## src/rtl/keypad_lock_pkg.sv

```systemverilog
`default_nettype none
// ============================================================================
//  Module   : keypad_lock_pkg
//  Purpose  : Shared types and constants for the keypad combination lock:
//             FSM states, decoded key codes, one-hot key map, tone types and
//             small BCD helpers.
//  Revision : 1.0 - initial release
// ============================================================================
package keypad_lock_pkg;

  typedef enum logic [1:0] {
    ENTRY    = 2'd0,
    UNLOCKED = 2'd1,
    SET_NEW  = 2'd2,
    LOCKOUT  = 2'd3
  } state_t;

  // Digits keep their numeric value so the code can be shifted straight
  // into the display register.
  typedef enum logic [3:0] {
    KEY_0 = 4'd0, KEY_1 = 4'd1, KEY_2 = 4'd2, KEY_3 = 4'd3, KEY_4 = 4'd4,
    KEY_5 = 4'd5, KEY_6 = 4'd6, KEY_7 = 4'd7, KEY_8 = 4'd8, KEY_9 = 4'd9,
    KEY_ENTER     = 4'd10,
    KEY_CLEAR     = 4'd11,
    KEY_RESET_ALL = 4'd12,
    KEY_SET       = 4'd13,
    KEY_BACK      = 4'd14,
    KEY_NONE      = 4'd15
  } key_t;

  typedef enum logic [1:0] {
    TONE_NONE    = 2'd0,
    TONE_CLICK   = 2'd1,
    TONE_SUCCESS = 2'd2,
    TONE_FAIL    = 2'd3
  } tone_t;

  // Raw keypad one-hot positions
  localparam logic [15:0] OH_0         = 16'h0008;
  localparam logic [15:0] OH_1         = 16'h0080;
  localparam logic [15:0] OH_2         = 16'h0040;
  localparam logic [15:0] OH_3         = 16'h0020;
  localparam logic [15:0] OH_4         = 16'h0800;
  localparam logic [15:0] OH_5         = 16'h0400;
  localparam logic [15:0] OH_6         = 16'h0200;
  localparam logic [15:0] OH_7         = 16'h8000;
  localparam logic [15:0] OH_8         = 16'h4000;
  localparam logic [15:0] OH_9         = 16'h2000;
  localparam logic [15:0] OH_ENTER     = 16'h0001;
  localparam logic [15:0] OH_CLEAR     = 16'h1000;
  localparam logic [15:0] OH_RESET_ALL = 16'h0100;
  localparam logic [15:0] OH_SET       = 16'h0002;
  localparam logic [15:0] OH_BACK      = 16'h0004;

  // Anything that is not exactly one mapped bit decodes to KEY_NONE.
  function automatic key_t decode_key(input logic [15:0] oh);
    key_t k;
    case (oh)
      OH_0:         k = KEY_0;
      OH_1:         k = KEY_1;
      OH_2:         k = KEY_2;
      OH_3:         k = KEY_3;
      OH_4:         k = KEY_4;
      OH_5:         k = KEY_5;
      OH_6:         k = KEY_6;
      OH_7:         k = KEY_7;
      OH_8:         k = KEY_8;
      OH_9:         k = KEY_9;
      OH_ENTER:     k = KEY_ENTER;
      OH_CLEAR:     k = KEY_CLEAR;
      OH_RESET_ALL: k = KEY_RESET_ALL;
      OH_SET:       k = KEY_SET;
      OH_BACK:      k = KEY_BACK;
      default:      k = KEY_NONE;
    endcase
    return k;
  endfunction

  function automatic logic [7:0] to_bcd(input int unsigned v);
    return {4'(v / 10), 4'(v % 10)};
  endfunction

  // Two-digit BCD decrement; units 0 borrows from tens.
  function automatic logic [7:0] bcd_dec(input logic [7:0] v);
    logic [7:0] r;
    if (v[3:0] == 4'd0) r = {v[7:4] - 4'd1, 4'd9};
    else                r = {v[7:4], v[3:0] - 4'd1};
    return r;
  endfunction

endpackage
`default_nettype wire

```

## src/rtl/keypad_lock_ctrl_buzzer.sv

```systemverilog
`default_nettype none
// ============================================================================
//  Module   : buzzer_tone_gen
//  Purpose  : Three-mode square-wave buzzer (click / success / fail). A new
//             request restarts the tone; output is low when idle.
//  Revision : 1.0 - initial release
// ============================================================================
module buzzer_tone_gen
  import keypad_lock_pkg::*;
#(
  parameter int unsigned CLK_HZ = 50_000_000
) (
  input  logic  clk,
  input  logic  rst_n,
  input  logic  req,
  input  tone_t tone_type,
  output logic  buzzer
);

  // Very low clock rates would round some periods to zero; clamp to 1.
  function automatic logic [31:0] atleast1(input logic [31:0] v);
    return (v == 32'd0) ? 32'd1 : v;
  endfunction

  localparam logic [31:0] HZ         = 32'(CLK_HZ);
  localparam logic [31:0] CLICK_HALF = atleast1(HZ / 1000);
  localparam logic [31:0] CLICK_DUR  = atleast1(HZ / 5);
  localparam logic [31:0] SUCC_HALF  = atleast1(HZ / 2000);
  localparam logic [31:0] SUCC_DUR   = atleast1((3 * HZ) / 5);
  localparam logic [31:0] FAIL_HALF  = atleast1(HZ / 500);
  localparam logic [31:0] FAIL_DUR   = atleast1((3 * HZ) / 10);
  localparam logic [31:0] MUTE_LO    = HZ / 10;
  localparam logic [31:0] MUTE_HI    = HZ / 5;

  tone_t       cur;
  logic [31:0] elapsed;
  logic [31:0] half_cnt;
  logic        phase;
  logic [31:0] half_len;
  logic [31:0] dur_len;
  logic        mute;

  // Period and duration of the tone currently playing
  always_comb begin
    half_len = CLICK_HALF;
    dur_len  = CLICK_DUR;
    case (cur)
      TONE_SUCCESS: begin half_len = SUCC_HALF; dur_len = SUCC_DUR; end
      TONE_FAIL:    begin half_len = FAIL_HALF; dur_len = FAIL_DUR; end
      default:      begin half_len = CLICK_HALF; dur_len = CLICK_DUR; end
    endcase
  end

  // Fail tone has a silent gap in its middle, giving a double beep
  assign mute   = (cur == TONE_FAIL) && (elapsed > MUTE_LO) && (elapsed < MUTE_HI);
  assign buzzer = phase && (cur != TONE_NONE) && !mute;

  // Tone sequencer: restart on request, toggle each half period, stop at end
  always_ff @(posedge clk or negedge rst_n) begin
    if (!rst_n) begin
      cur      <= TONE_NONE;
      elapsed  <= 32'd0;
      half_cnt <= 32'd0;
      phase    <= 1'b0;
    end else if (req && (tone_type != TONE_NONE)) begin
      cur      <= tone_type;
      elapsed  <= 32'd0;
      half_cnt <= 32'd0;
      phase    <= 1'b1;
    end else if (cur != TONE_NONE) begin
      if (elapsed == dur_len - 32'd1) begin
        cur      <= TONE_NONE;
        elapsed  <= 32'd0;
        half_cnt <= 32'd0;
        phase    <= 1'b0;
      end else begin
        elapsed <= elapsed + 32'd1;
        if (half_cnt == half_len - 32'd1) begin
          half_cnt <= 32'd0;
          phase    <= ~phase;
        end else begin
          half_cnt <= half_cnt + 32'd1;
        end
      end
    end
  end

endmodule
`default_nettype wire

```

## src/rtl/keypad_lock_ctrl.sv

```systemverilog
`default_nettype none
// ============================================================================
//  Module   : keypad_lock_ctrl
//  Purpose  : Keypad combination-lock controller: key event decode, digit
//             entry, code compare, retry limit with BCD lockout countdown,
//             runtime password change and buzzer feedback.
//  Revision : 1.0 - initial release
// ============================================================================
module keypad_lock_ctrl
  import keypad_lock_pkg::*;
#(
  parameter int unsigned       DIGITS    = 3,
  parameter int unsigned       CLK_HZ    = 50_000_000,
  parameter int unsigned       MAX_TRIES = 3,
  parameter int unsigned       LOCK_SEC  = 20,
  parameter logic [4*DIGITS-1:0] INIT_CODE = 12'h246
) (
  input  logic                  clk,
  input  logic                  RSTn,
  input  logic [15:0]           onehot,
  output logic [4*DIGITS-1:0]   disp,
  output logic [2:0]            disp_cnt,
  output logic                  unlocked,
  output logic                  locked_out,
  output logic [7:0]            lock_remain,
  output logic [3:0]            tries,
  output logic                  buzzer
);

  localparam int          W         = 4 * DIGITS;
  localparam logic [W-1:0] BLANK    = '1;
  localparam logic [2:0]  FULL      = 3'(DIGITS);
  localparam logic [3:0]  TRY_LIM   = 4'(MAX_TRIES);
  localparam logic [7:0]  LOCK_BCD  = to_bcd(LOCK_SEC);
  localparam logic [31:0] TICK_LAST = 32'(CLK_HZ - 1);

  // Newest digit enters at the low nibble
  function automatic logic [W-1:0] shl_digit(input logic [W-1:0] v, input logic [3:0] d);
    return (v << 4) | W'(d);
  endfunction

  // Drop the newest digit, refill the top nibble with blank
  function automatic logic [W-1:0] shr_digit(input logic [W-1:0] v);
    return (v >> 4) | (W'(4'hF) << (W - 4));
  endfunction

  logic [15:0]  key_q;
  logic [15:0]  key_prev;
  key_t         key_dec;
  logic         key_evt;
  key_t         key_code;

  state_t       state;
  logic [W-1:0] code;
  logic [31:0]  tick_cnt;
  logic         tone_req;
  tone_t        tone_sel;

  assign key_dec    = decode_key(key_q);
  assign unlocked   = (state == UNLOCKED) || (state == SET_NEW);
  assign locked_out = (state == LOCKOUT);

  // Register the keypad and emit one event per new valid press
  always_ff @(posedge clk or negedge RSTn) begin
    if (!RSTn) begin
      key_q    <= 16'h0000;
      key_prev <= 16'h0000;
      key_evt  <= 1'b0;
      key_code <= KEY_NONE;
    end else begin
      key_q    <= onehot;
      key_prev <= key_q;
      if ((key_q != 16'h0000) && (key_q != key_prev) && (key_dec != KEY_NONE)) begin
        key_evt  <= 1'b1;
        key_code <= key_dec;
      end else begin
        key_evt  <= 1'b0;
        key_code <= KEY_NONE;
      end
    end
  end

  // Main lock FSM: entry, compare, unlock, password change, lockout timer
  always_ff @(posedge clk or negedge RSTn) begin
    if (!RSTn) begin
      state       <= ENTRY;
      disp        <= BLANK;
      disp_cnt    <= 3'd0;
      tries       <= 4'd0;
      lock_remain <= 8'h00;
      code        <= INIT_CODE;
      tick_cnt    <= 32'd0;
      tone_req    <= 1'b0;
      tone_sel    <= TONE_NONE;
    end else begin
      tone_req <= 1'b0;
      tone_sel <= TONE_NONE;

      if (state == LOCKOUT) begin
        if (tick_cnt == TICK_LAST) begin
          tick_cnt <= 32'd0;
          if (lock_remain == 8'h01) begin
            lock_remain <= 8'h00;
            state       <= ENTRY;
          end else begin
            lock_remain <= bcd_dec(lock_remain);
          end
        end else begin
          tick_cnt <= tick_cnt + 32'd1;
        end
      end

      if (key_evt) begin
        if (key_code == KEY_RESET_ALL) begin
          state       <= ENTRY;
          disp        <= BLANK;
          disp_cnt    <= 3'd0;
          tries       <= 4'd0;
          lock_remain <= 8'h00;
          tick_cnt    <= 32'd0;
        end else begin
          case (state)
            ENTRY, SET_NEW: begin
              if (key_code <= KEY_9) begin
                if (disp_cnt < FULL) begin
                  disp     <= shl_digit(disp, 4'(key_code));
                  disp_cnt <= disp_cnt + 3'd1;
                  tone_req <= 1'b1;
                  tone_sel <= TONE_CLICK;
                end
              end else begin
                case (key_code)
                  KEY_BACK: begin
                    if (disp_cnt != 3'd0) begin
                      disp     <= shr_digit(disp);
                      disp_cnt <= disp_cnt - 3'd1;
                    end
                  end
                  KEY_CLEAR: begin
                    disp     <= BLANK;
                    disp_cnt <= 3'd0;
                    // In password change, CLEAR aborts back to unlocked
                    if (state == SET_NEW) state <= UNLOCKED;
                  end
                  KEY_ENTER: begin
                    if (disp_cnt == FULL) begin
                      if (state == SET_NEW) begin
                        code     <= disp;
                        state    <= UNLOCKED;
                        tone_req <= 1'b1;
                        tone_sel <= TONE_SUCCESS;
                      end else if (disp == code) begin
                        state    <= UNLOCKED;
                        tries    <= 4'd0;
                        tone_req <= 1'b1;
                        tone_sel <= TONE_SUCCESS;
                      end else begin
                        disp     <= BLANK;
                        disp_cnt <= 3'd0;
                        tone_req <= 1'b1;
                        tone_sel <= TONE_FAIL;
                        if (tries + 4'd1 == TRY_LIM) begin
                          state       <= LOCKOUT;
                          tries       <= 4'd0;
                          lock_remain <= LOCK_BCD;
                          tick_cnt    <= 32'd0;
                        end else begin
                          tries <= tries + 4'd1;
                        end
                      end
                    end
                  end
                  default: ;
                endcase
              end
            end
            UNLOCKED: begin
              if (key_code == KEY_CLEAR) begin
                state    <= ENTRY;
                disp     <= BLANK;
                disp_cnt <= 3'd0;
              end else if (key_code == KEY_SET) begin
                state    <= SET_NEW;
                disp     <= BLANK;
                disp_cnt <= 3'd0;
              end
            end
            default: ; // LOCKOUT ignores everything but RESET_ALL
          endcase
        end
      end
    end
  end

  buzzer_tone_gen #(
    .CLK_HZ (CLK_HZ)
  ) u_buzzer (
    .clk       (clk),
    .rst_n     (RSTn),
    .req       (tone_req),
    .tone_type (tone_sel),
    .buzzer    (buzzer)
  );

endmodule
`default_nettype wire

```

## config.mk

```make
export PLATFORM = sky130hd
export DESIGN_NAME = keypad_lock_ctrl
export DESIGN_NICKNAME = d
export VERILOG_FILES = /design/src/rtl/keypad_lock_pkg.sv /design/src/rtl/keypad_lock_ctrl_buzzer.sv /design/src/rtl/keypad_lock_ctrl.sv
export SDC_FILE = /design/constraint.sdc
export NUM_CORES = 1
export LEC_CHECK = 0
export ABC_CLOCK_PERIOD_IN_PS = 2600
export CORE_AREA = 2 2 160 162
export CTS_CLUSTER_DIAMETER = 60
export DETAILED_ROUTE_END_ITERATION = 12
export DIE_AREA = 0 0 162 164
export GPL_ROUTABILITY_DRIVEN = 1
export PLACE_DENSITY = 0.62
export SYNTH_ARGS = -nofsm -noshare
export SYNTH_HDL_FRONTEND = slang
export SYNTH_SLANG_ARGS = --single-unit
```

## constraint.sdc

```tcl
create_clock -name clk -period 2.6 [get_ports clk]
set_input_delay 0.52 -clock clk [delete_from_list [all_inputs] [get_ports clk]]
set_output_delay 0.52 -clock clk [all_outputs]
set_load 0.01 [all_outputs]
```

; ---- Yosys cells after proc, flatten, opt, wreduce, memory -nomap -nowiden
; Cells that the tools add are included.
[totals]
word_cells = 210
ff_bits = 180
output_inout_bits = 30
input_bits = 18
[op_classes]
n_addsub = 10
mux = 104
n_lt_le_gt_ge = 4
reduce_logical = 28
n_bitwise = 4
n_eq_ne = 43
[op_table]
columns = operator, count
row1 = $mux 32, 18
row2 = $mux 12, 9
row3 = $mux 8, 13
row4 = $add 32x1->32 const B, 3
row5 = $eq 32x32->1, 2
row6 = $pmux 4 s15, 1
row7 = $pmux 25 s2, 1
row8 = $mux 2, 22
row9 = $mux 4, 9
row10 = $pmux 12 s3, 1
row11 = $pmux 17 s2, 1
row12 = $eq 32x26->1 const B, 1
row13 = $gt 32x23->1 const B, 1
row14 = $lt 32x24->1 const B, 1
row15 = $mux 3, 9
row16 = $sub 25x1->26 const B, 1
row17 = $pmux 12 s2, 1
row18 = $eq 4x4->1 const B, 5
row19 = $ne 5x5->1 const B, 4
row20 = $sub 17x1->18 const B, 1
row21 = $eq 16x1->1 const B, 1
row22 = $eq 16x10->1 const B, 1
row23 = $eq 16x11->1 const B, 1
row24 = $eq 16x12->1 const B, 1
row25 = 48 further kinds, 85

; ---- Longest topological paths before layout
; Gate-level depths: netlist of run 1.
[logic_depth]
depth_word = 14
mapped_depth = 9

; ---- Modules after synthesis
; From an unflattened synthesis of run 1, not the netlist that was laid out.
[unflattened]
cells_unflattened = 1058
hier_area_um2 = 9830.7
[modules_own_cells]
columns = module, instances, cells_per_inst, area_per_inst_um2
row1 = keypad_lock_ctrl, 1, 588, 5831.8
row2 = buzzer_tone_gen, 1, 470, 3998.8

; ---- Worst setup path after synthesis of run 1
; No wires, ideal clock.
[synth_path]
path_type = register to register
startpoint = register state[1]
endpoint = register lock_remain[6]
n_path_buf = 2
arrival_ns = 2.303
required_ns = 2.522
path_slack_ns = 0.218
setup_time_ns = 0.078
path_stages_with_launch = 9
cell_sequence = dfrtp_1 ha_1 buf_4 and3_1 nand2_2 or4_4 buf_6 or4_1 a21oi_1
[synth_between]
elab_chain_cells = 11
[synth_rtl]
columns = item, line
row1 = from (decl), keypad_lock_ctrl.sv:53  ; state_t state;
row2 = from (signal assigned), keypad_lock_ctrl.sv:86  ; state <= ENTRY;
row3 = from (signal assigned), keypad_lock_ctrl.sv:104  ; state <= ENTRY;
row4 = from (signal assigned), keypad_lock_ctrl.sv:115  ; state <= ENTRY;
row5 = $eq 2x2->1 *, -
row6 = via locked_out, keypad_lock_ctrl.sv:24  ; output logic locked_out,
row7 = $mux 8 *, keypad_lock_ctrl.sv:99  ; if (state == LOCKOUT) begin
row8 = $mux 8, keypad_lock_ctrl.sv:162  ; if (tries + 4'd1 == TRY_LIM) begin
row9 = $mux 8, keypad_lock_ctrl.sv:152  ; end else if (disp == code) begin
row10 = $mux 8, keypad_lock_ctrl.sv:147  ; if (state == SET_NEW) begin
row11 = $mux 8, keypad_lock_ctrl.sv:146  ; if (disp_cnt == FULL) begin
row12 = $mux 8, keypad_lock_ctrl.sv:132  ; case (key_code)
row13 = $mux 8, keypad_lock_ctrl.sv:124  ; if (key_code <= KEY_9) begin
row14 = $mux 8, keypad_lock_ctrl.sv:122  ; case (state)
row15 = $mux 8, keypad_lock_ctrl.sv:114  ; if (key_code == KEY_RESET_ALL) begin
row16 = $mux 8 *, keypad_lock_ctrl.sv:113  ; if (key_evt) begin
row17 = to (signal assigned), keypad_lock_ctrl.sv:106  ; lock_remain <= bcd_dec(lock_remain);
row18 = to (decl), keypad_lock_ctrl.sv:25  ; output logic [7:0] lock_remain,
; The timed path passes the listed nets; every way through them passes the cells marked *.
; A chain may end at the register's enable or synchronous reset.

; ---- Final worst setup path of run 1
[layout_path]
startpoint = register u_buzzer.elapsed[10]
endpoint = output buzzer
[layout_between]
elab_chain_cells = 5
[layout_rtl]
columns = item, line
row1 = from (decl), keypad_lock_ctrl_buzzer.sv:36  ; logic [31:0] elapsed;
row2 = from (signal assigned), keypad_lock_ctrl_buzzer.sv:77  ; elapsed <= elapsed + 32'd1;
row3 = $gt 32x23->1, keypad_lock_ctrl_buzzer.sv:55  ; assign mute = (cur == TONE_FAIL) && (elapsed > MUTE_LO) && (elapsed < MUTE_HI);
row4 = $logic_and 1x1->1, keypad_lock_ctrl_buzzer.sv:55
row5 = $logic_and 1x1->1 *, keypad_lock_ctrl_buzzer.sv:55
row6 = $logic_not 1->1 *, keypad_lock_ctrl_buzzer.sv:56  ; assign buzzer = phase && (cur != TONE_NONE) && !mute;
row7 = $logic_and 1x1->1 *, keypad_lock_ctrl_buzzer.sv:56
row8 = to (decl), keypad_lock_ctrl.sv:27  ; output logic buzzer
; Every way passes the cells marked *; elsewhere a longest branch is shown, timed or not.

==> results of run 1 <==
[cell usage in the layout, fill, tap and decap left out, types with 8 or more instances in the layout]
| master | Yosys | routed |
|---|---|---|
| dfrtp_1 | 160 | 159 |
| nor2_1 | 144 | 144 |
| nand2_1 | 75 | 75 |
| xor2_1 | 65 | 65 |
| buf_4 | 3 | 56 |
| xnor2_1 | 55 | 55 |
| nand3_1 | 51 | 51 |
| clkdlybuf4s50_1 | 0 | 45 |
| inv_1 | 39 | 39 |
| a21oi_1 | 38 | 37 |
| o21ai_0 | 36 | 36 |
| nor3_1 | 31 | 31 |
| nand4_1 | 28 | 28 |
| nor4_1 | 23 | 22 |
| and3_1 | 20 | 20 |
| clkbuf_16 | 0 | 20 |
| dfstp_2 | 20 | 20 |
| ha_1 | 18 | 18 |
| mux2_2 | 15 | 15 |
| or3_1 | 11 | 11 |
| nand4b_1 | 8 | 8 |
| a31oi_1 | 8 | 8 |
| and2_1 | 8 | 8 |
| and4_1 | 8 | 8 |
[layout make-up]
class | instances | share of cell area
clock buffer | 23 | 0.0439
inverter | 39 | 0.0126
clock inverter | 9 | 0.00859
timing repair buffer | 109 | 0.0856
multi-input combinational | 767 | 0.425
tap | 330 | 0.0354
sequential | 180 | 0.389
[final timing paths]
| check | startpoint | end | slack [ns] | cells past startpoint |
|---|---|---|---|---|
| setup / recovery | u_buzzer.elapsed[10] | buzzer | -0.17 | 6 |
| hold / removal | key_q[0] | key_prev[0] | 0.48 | 0 |
| setup reg to reg | u_buzzer.elapsed[11] | u_buzzer.half_cnt[26] | 0.14 | 8 |
| hold reg to reg | key_q[0] | key_prev[0] | 0.48 | 0 |
| max in group asynchronous | RSTn | u_buzzer.cur[1] | 1.38 | 3 |
| min in group asynchronous | RSTn | u_buzzer.elapsed[11] | 0.51 | 2 |
[state kept, by name (all words and copies together), names as in the netlist, 3 cells and up]
| register | cells |
|---|---|
| tick_cnt | 32 |
| u_buzzer.elapsed | 32 |
| u_buzzer.half_cnt | 32 |
| key_prev | 16 |
| key_q | 16 |
| code | 12 |
| disp | 12 |
| lock_remain | 8 |
| key_code | 4 |
| tries | 4 |
| disp_cnt | 3 |
[worst max-delay path, cell delays in order, from the launching register on]
cell      delay, ns
dfrtp_1        0.38
nand3b_1       0.18
or4_4          0.46
o31ai_4        0.23
a31oi_1        0.10
o311a_1        0.32
buf_2          0.15
[power groups by stage]
stage / logic (mW) / registers, mW / clock network [mW]
floorplan: 0.0471 / 2.90 / 0
global placement: 0.135 / 2.91 / 0
detailed placement: 0.136 / 2.91 / 0
CTS: 0.139 / 2.86 / 2.74
global route: 0.153 / 2.86 / 2.86
finish: 0.133 / 2.86 / 2.66
[metal layers]
layer | GRT usage | wire, um
met1 | 0.235 | 10300
met2 | 0.289 | 10600
met3 | 0.0285 | 748
met4 | 0.0535 | 349
met5 | 0 | 0
[timing repair]
action	CTS	global route
buffers inserted	1	4
hold endpoints to repair	24	0
pin swaps	3	2
gates resized for setup	8	5
setup endpoints to repair	1	41
hold buffers	1	0
[kinds of logic after synthesis]
kind of cell,after synthesis,synth area share
mux,22,0.0244
fa+ha+maj,18,0.0230
simple gates,455,0.243
compound gates,152,0.104
flops,180,0.463
buf+inv,84,0.0362
xor+xnor,120,0.107
[per-stage QoR]
stage	total power, mW	utilization	setup WS, ns	cell area [sq um]
after floorplan	2.94	-	0.218	9790
after global placement	3.04	0.441	-0.108	11000
after detailed placement	3.05	0.441	-0.124	11000
after CTS	5.74	0.467	-0.253	11600
after global routing	5.87	0.469	-0.264	11600
final	5.65	0.469	-0.174	11600
==> out/qor.yml, run 1 <==
synthesis:
  async_flop_share: 1.00
  synth_top_area_frac: 0.409
  seq_area_frac_synth: 0.463
  synth.avg_cell_area_sq_um: 9.49
  synth_seq_cells: 180
  synthTopCellsByCount: "160 x dfrtp_1, 144 x nor2_1, 75 x nand2_1, 65 x xor2_1, 55 x xnor2_1"
  synthFlopType: "dfrtp_1"
  yosys_warnings: 0
  syn_area_sq_um: 9790
  synth.most_common_cell: "dfrtp_1"
  synthTopCellsByArea: "dfrtp_1 41%, xor2_1 5.8%, nor2_1 5.5%"
  postSynthCellCount: 1031
  synth_edf_count: 0
  synth_nets: 1067
  ys_types: 79
  yosysTopAreaCell: "dfrtp_1"
layout:
  diodes: 0
  fin_cells: 1457
  regArea_sq_um: 4530
  multi_input_area_sq_um: 4950
  drive_above_1_share: 0.138
  final_nets: 1150
  syn_to_final_growth_pct: 19.0
  nFillCells: 2383
placed_design:
  io_buffers: 47
  gp_congestion: 0.858
  dp_cells: 1419
  place_hpwl_mm: 15.7
floorplan:
  dieArea_sq_um: 26600
  die_h_um: 164
  start_util: 0.394
  io-pin-count: 48
  fp.coreArea_sq_um: 24800
  placementRows: 58
  die_w_um: 162
timing:
  hold_viol_final: 0
  relSlewSlack: 0.368
  fin_setup_tns_ns: -0.174
  min_period_ns: 2.77
  worst_slack_ns: -0.174
  setup_violations: 1
  fin_crit_sh: 1.07
  slew_violations: 0
  rsz0062_at_grt: "true"
  worst_pin_slew_ns: 0.940
  finClkSkew_ns: 0.0104
  holdWs_ns: 0.479
  max_freq_mhz: 361
drt:
  wl_per_cell_um: 15.1
  drt_wl_total_mm: 22.1
  drt-initial-drc-count: 504
  viasPerCell: 5.33
  drc_errors: 0
  firstDrtPassIters: 7
  vias: 7767
  antenna_left: 0
clock_tree:
  clock-sinks: 180
  numCtsBuffers: 17
  cts_htree_levels: 4
  cts_tree: "built"
  cts.path.max_buffers: 2
  cts.clk_slew.worst_paths_ns: 0.07
  root_buffer: "clkbuf_16"
  insertion_delay_ns: 0.44
power_and_ir_drop:
  p_per_area_nw_per_um2: 485
  p_int_mw: 4.40
  p_seq_frac: 0.505
  comb_power_share: 0.023
  power_switching_mw: 1.25
  p_sw_frac: 0.222
  p_leak_nw: 4.94
  peakVddDrop_uv: 331
  clkPwrFrac: 0.471
global_routing:
  gr-total-overflow: 0
  grt_pass1_vias: 7503
  grt_pass1_wl_mm: 37.6
  grt_util_all_layers: 0.174
  antenna_found_initial: 0
  grt_max_degree: 70
worst_hold_path:
  hold_class: "reg -> reg"
setup_path:
  cp-end-kind: "primary output"
  arrival_ns: 2.25
  startpoint_type: "register"
  worstPathRequired_ns: 2.08
  path_class: "reg -> out"
  crit_path_max_fanout: 2
outcome:
  failed_checks: "negative setup slack"
  status: "complete, but fails checks"
flow_run:
  drv_cap: 0
(Power assumes the default switching activity.)
==> run 2, diff against run 1 <==
REMOVE_ABC_BUFFERS = 1   (was not set)
==> run 2 against run 1 <==
The run still ends with negative setup slack left. Sequential power hardly changed. Hold slack about the same. Critical endpoint unchanged. Largest cell class unchanged. Global-route usage is 0.23 points higher. Worst setup slack got worse by 0.048 ns. Flip-flop and latch count unchanged. Routed wire length rose by 1.8%. Clock skew rose by 0.0020 ns.
==> out/qor.yml, run 2 (synthesis results as in run 1) <==
clock_tree:
  numCtsBuffers: 17
  clock-sinks: 180
  root_buffer: "clkbuf_16"
  cts_htree_levels: 4
  cts.path.max_buffers: 2
  cts.clk_slew.worst_paths_ns: 0.07
  insertion_delay_ns: 0.45
  cts_tree: "built"
setup_path:
  r2r_setup_slack_ns: 0.11
  worstPathRequired_ns: 2.08
  arrival_ns: 2.30
  path_class: "reg -> out"
  startpoint_type: "register"
  cp-end-kind: "primary output"
  crit_path_max_fanout: 2
power_and_ir_drop:
  comb_power_share: 0.024
  p_per_area_nw_per_um2: 485
  p_leak_nw: 4.97
  p_sw_frac: 0.258
  power_mw: 5.67
  p_seq_frac: 0.503
  p_int_mw: 4.21
  clkPwrFrac: 0.472
  peakVddDrop_uv: 435
  power_switching_mw: 1.46
worst_hold_path:
  hold_class: "reg -> reg"
timing:
  finClkSkew_ns: 0.0124
  fin_crit_sh: 1.09
  slew_violations: 0
  worst_pin_slew_ns: 0.934
  relSlewSlack: 0.371
  setup_violations: 1
  max_freq_mhz: 354
  worst_slack_ns: -0.222
  hold_viol_final: 0
  holdWs_ns: 0.479
  min_period_ns: 2.82
  rsz0062_at_grt: "true"
global_routing:
  grt_pass1_vias: 7630
  grt_util_all_layers: 0.177
  gr-total-overflow: 0
  antenna_found_initial: 0
  grt_max_degree: 55
  grt_pass1_wl_mm: 38.2
drt:
  antenna_left: 0
  drt_wl_total_mm: 22.5
  drt-initial-drc-count: 612
  wl_per_cell_um: 15.4
  drc_errors: 0
  viasPerCell: 5.36
  firstDrtPassIters: 5
  vias: 7823
layout:
  layout_commonest_cell: "dfrtp_1"
  diodes: 0
  drive_above_1_share: 0.142
  nFillCells: 2370
  syn_to_final_growth_pct: 19.4
  fin_util: 0.471
  final_cell_mix: "160 x dfrtp_1, 144 x nor2_1, 75 x nand2_1, 65 x xor2_1, 59 x buf_4"
  top_regs: "tick_cnt (32), u_buzzer.elapsed (32), u_buzzer.half_cnt (32)"
  fin_cells: 1460
  final_nets: 1153
placed_design:
  gp_congestion: 0.841
  place_hpwl_mm: 15.8
  io_buffers: 47
  dp_cells: 1424
floorplan:
  placementRows: 58
  die_h_um: 164
  start_util: 0.394
  dieArea_sq_um: 26600
  io-pin-count: 48
  die_w_um: 162
  fp.coreArea_sq_um: 24800
flow_run:
  drv_cap: 0
outcome:
  failed_checks: "negative setup slack"
  status: "complete, but fails checks"
run 2: cell type report:
| class | count | area (sq um) | share of cell area |
|---|---|---|---|
| flip-flops and latches | 180 | 4530 | 0.388 |
| well taps | 330 | 413 | 0.0353 |
| inverters | 39 | 146 | 0.0125 |
| multi-input cells | 767 | 4960 | 0.424 |
| clock buffers | 17 | 425 | 0.0364 |
| clock inverters | 15 | 198 | 0.0169 |
| repair buffers | 112 | 1020 | 0.0872 |
run 2: worst paths after layout:
check	start	endpoint	cells past startpoint
max	u_buzzer.elapsed[10]	buzzer	6
max in group asynchronous	RSTn	key_code[2]	3
min reg2reg	key_q[9]	key_prev[9]	0
min in group asynchronous	RSTn	u_buzzer.elapsed[8]	2
min	key_q[9]	key_prev[9]	0
max reg2reg	u_buzzer.elapsed[11]	u_buzzer.elapsed[29]	10
run 2: critical path, stage by stage (launching register included):
cell	delay (ns)
dfrtp_1	0.38
nand3b_1	0.19
or4_4	0.47
o31ai_4	0.25
a31oi_1	0.11
o311a_1	0.32
buf_2	0.15
run 2: metal layers:
| metal | vias to the layer above | part of all wire | track usage |
|---|---|---|---|
| met4 | 0 | 0.019 | 0.0696 |
| met3 | 36 | 0.040 | 0.0313 |
| met2 | 157 | 0.49 | 0.291 |
| met5 | - | 0 | 0 |
| li1 | 3810 | - | - |
| met1 | 3820 | 0.45 | 0.232 |
run 2: power groups by stage:
stage / Combinational [mW] / Clock, mW / Sequential (mW)
6_report: 0.136 / 2.68 / 2.85
5_1_grt: 0.159 / 2.86 / 2.86
4_1_cts: 0.142 / 2.75 / 2.85
3_5_place_dp: 0.141 / 0 / 2.91
3_3_place_gp: 0.139 / 0 / 2.91
2_1_floorplan: 0.0370 / 0 / 2.90
run 2: what timing repair did:
item / 4_1_cts / 5_1_grt
buffers inserted: 2 / 1
pin swaps: 3 / 3
gates cloned: 0 / 0
endpoints found under the hold margin: 34 / 0
endpoints found under the setup margin: 1 / 12
hold buffers: 1 / 0
resized for setup: 8 / 5
run 2: per-stage QoR:
| step | TNS [ns] | worst slack [ns] | instance area [sq um] |
|---|---|---|---|
| final | -0.222 | -0.222 | 11700 |
| after global routing | -0.732 | -0.328 | 11700 |
| after CTS | -0.188 | -0.188 | 11700 |
| after detailed placement | -0.110 | -0.110 | 11000 |
| after global placement | -0.126 | -0.126 | 11000 |
| after floorplan | -2.05 | -0.207 | 9580 |
==> run 3, diff against run 2 <==
ABC_CLOCK_PERIOD_IN_PS = 2570   (was 2600)
PLACE_DENSITY = 0.64   (was 0.62)
clock period = 2.57 ns   (was 2.6 ns; I/O delays follow)
==> run 3 against run 2 <==
Combinational power hardly changed. The flow still finishes with violations (negative setup slack). Worst setup slack better by 0.044 ns. Clock skew is 0.0014 ns lower. First-iteration DRC count is 13% lower. Power is 0.32% lower. Critical path depth stayed put. Die area stayed put. Register-to-register slack better by 0.03 ns. Final area is 0.33% lower. Largest cell class unchanged. Global-route usage is 0.40 points lower. Via count is 1.0% lower. Non-clock buffer count is 3 lower.
==> out/qor.yml, run 3 (synthesis results as in run 1) <==
outcome:
  status: "complete, but fails checks"
  failed_checks: "negative setup slack"
timing:
  relSlewSlack: 0.455
  fin_crit_sh: 1.07
  min_period_ns: 2.75
  fin_setup_tns_ns: -0.178
  worst_pin_slew_ns: 0.810
  hold_viol_final: 0
  finClkSkew_ns: 0.0111
  max_freq_mhz: 364
  rsz0062_at_grt: "true"
  setup_violations: 1
  slew_violations: 0
  worst_slack_ns: -0.178
drt:
  firstDrtPassIters: 5
  viasPerCell: 5.31
  wl_per_cell_um: 15.1
  drt-initial-drc-count: 531
  vias: 7743
  drc_errors: 0
  drt_wl_total_mm: 21.9
  antenna_left: 0
setup_path:
  startpoint_type: "register"
  r2r_cells: 8
  cp_slowest_cell: "or4_4"
  r2r_start: "u_buzzer.elapsed[11]"
  crit_path_max_fanout: 2
  r2r_setup_slack_ns: 0.14
  worstPathRequired_ns: 2.06
  rr_endpoint: "u_buzzer.half_cnt[12]"
  crit_start: "u_buzzer.elapsed[10]"
  critPathMaxStageDelay_ns: 0.44
  cp-end-kind: "primary output"
  path_class: "reg -> out"
  crit_chain: "nand3b_1 -> or4_4 -> o31ai_2 -> a31oi_1 -> o311a_1 -> buf_2"
  arrival_ns: 2.23
clock_tree:
  cts.path.max_buffers: 2
  cts.clk_slew.worst_paths_ns: 0.07
  insertion_delay_ns: 0.43
  cts_hold_buf: 0
  cts_tree: "built"
  cts_htree_levels: 4
  root_buffer: "clkbuf_16"
  clock-sinks: 180
  numCtsBuffers: 17
layout:
  diodes: 0
  syn_to_final_growth_pct: 19.0
  final_nets: 1150
  final_cell_mix: "159 x dfrtp_1, 144 x nor2_1, 75 x nand2_1, 65 x xor2_1, 57 x buf_4"
  layout_commonest_cell: "dfrtp_1"
  nFillCells: 2412
  fin_cells: 1457
  drive_above_1_share: 0.143
  top_regs: "tick_cnt (32), u_buzzer.elapsed (32), u_buzzer.half_cnt (32)"
power_and_ir_drop:
  comb_power_share: 0.024
  power_switching_mw: 1.42
  p_leak_nw: 4.94
  clkPwrFrac: 0.465
  p_int_mw: 4.24
  p_seq_frac: 0.511
  p_per_area_nw_per_um2: 485
  peakVddDrop_uv: 354
  p_sw_frac: 0.250
flow_run:
  drv_cap: 0
worst_hold_path:
  hold_class: "in -> async"
placed_design:
  io_buffers: 47
  gp_congestion: 0.854
  place_hpwl_mm: 15.6
  dp_cells: 1424
floorplan:
  fp.coreArea_sq_um: 24800
  io-pin-count: 48
  dieArea_sq_um: 26600
  start_util: 0.394
  die_w_um: 162
  placementRows: 58
  die_h_um: 164
global_routing:
  met1_usage: 0.225
  grt-busiest-layer: "met2"
  grt_util_all_layers: 0.173
  antenna_found_initial: 0
  grtUsageMet3: 0.0359
  met2_usage: 0.298
  grt_pass1_wl_mm: 37.5
  grt_pass1_vias: 7586
  grt_max_degree: 60
  gr-total-overflow: 0
[run 3: worst max-delay path: cells and delay by family, from the launching register on]
| family | cells | cell delay [ns] |
|---|---|---|
| simple gates | 2 | 0.62 |
| flops | 1 | 0.39 |
| compound gates | 3 | 0.64 |
| buf+inv | 1 | 0.14 |
[run 3: worst max path at each step]
stage,to,cells after the start
2_1_floorplan,disp_cnt[0],5
3_3_place_gp,buzzer,6
3_5_place_dp,buzzer,6
4_1_cts,buzzer,6
5_1_grt,buzzer,6
6_report,buzzer,6
[run 3: area by class of cell]
class	count	area, sq um	area share
Clock inverter	15	186	0.0160
Tap cell	330	413	0.0354
Multi-Input combinational cell	767	4950	0.425
Sequential cell	180	4530	0.389
Inverter	39	146	0.0126
Clock buffer	17	425	0.0365
Timing Repair Buffer	109	995	0.0854
[run 3: per-layer routing]
metal  share of wire  wire, um  up-vias
li1                -         -     3815
met1            0.46     10200     3771
met2            0.49     10800      137
met3           0.032       704       20
met4           0.011       244        0
met5               0         0        -
[run 3: what timing repair did]
item                                    4_1_cts  5_1_grt
pin swaps                                     2        1
endpoints found under the setup margin        3       57
gates resized for setup                       8        6
buffers inserted                              0        1
[run 3: through the flow]
step	worst slack, ns	instance area [sq um]	power (mW)	hold slack, ns	utilization
2_1_floorplan	-0.237	9580	2.98	0.218	-
3_3_place_gp	-0.138	11000	3.08	0.453	0.443
3_5_place_dp	-0.134	11000	3.08	0.459	0.443
4_1_cts	-0.202	11600	5.71	0.0770	0.468
5_1_grt	-0.284	11600	5.88	0.0909	0.469
6_report	-0.178	11600	5.65	0.0587	0.469
[run 3: power by group through the flow]
| stage | combinational [mW] | clock (mW) | sequential, mW |
|---|---|---|---|
| after CTS | 0.139 | 2.68 | 2.89 |
| after detailed placement | 0.139 | 0 | 2.94 |
| after global placement | 0.137 | 0 | 2.94 |
| after floorplan | 0.0374 | 0 | 2.94 |
| final | 0.133 | 2.63 | 2.89 |
| after global routing | 0.155 | 2.83 | 2.89 |
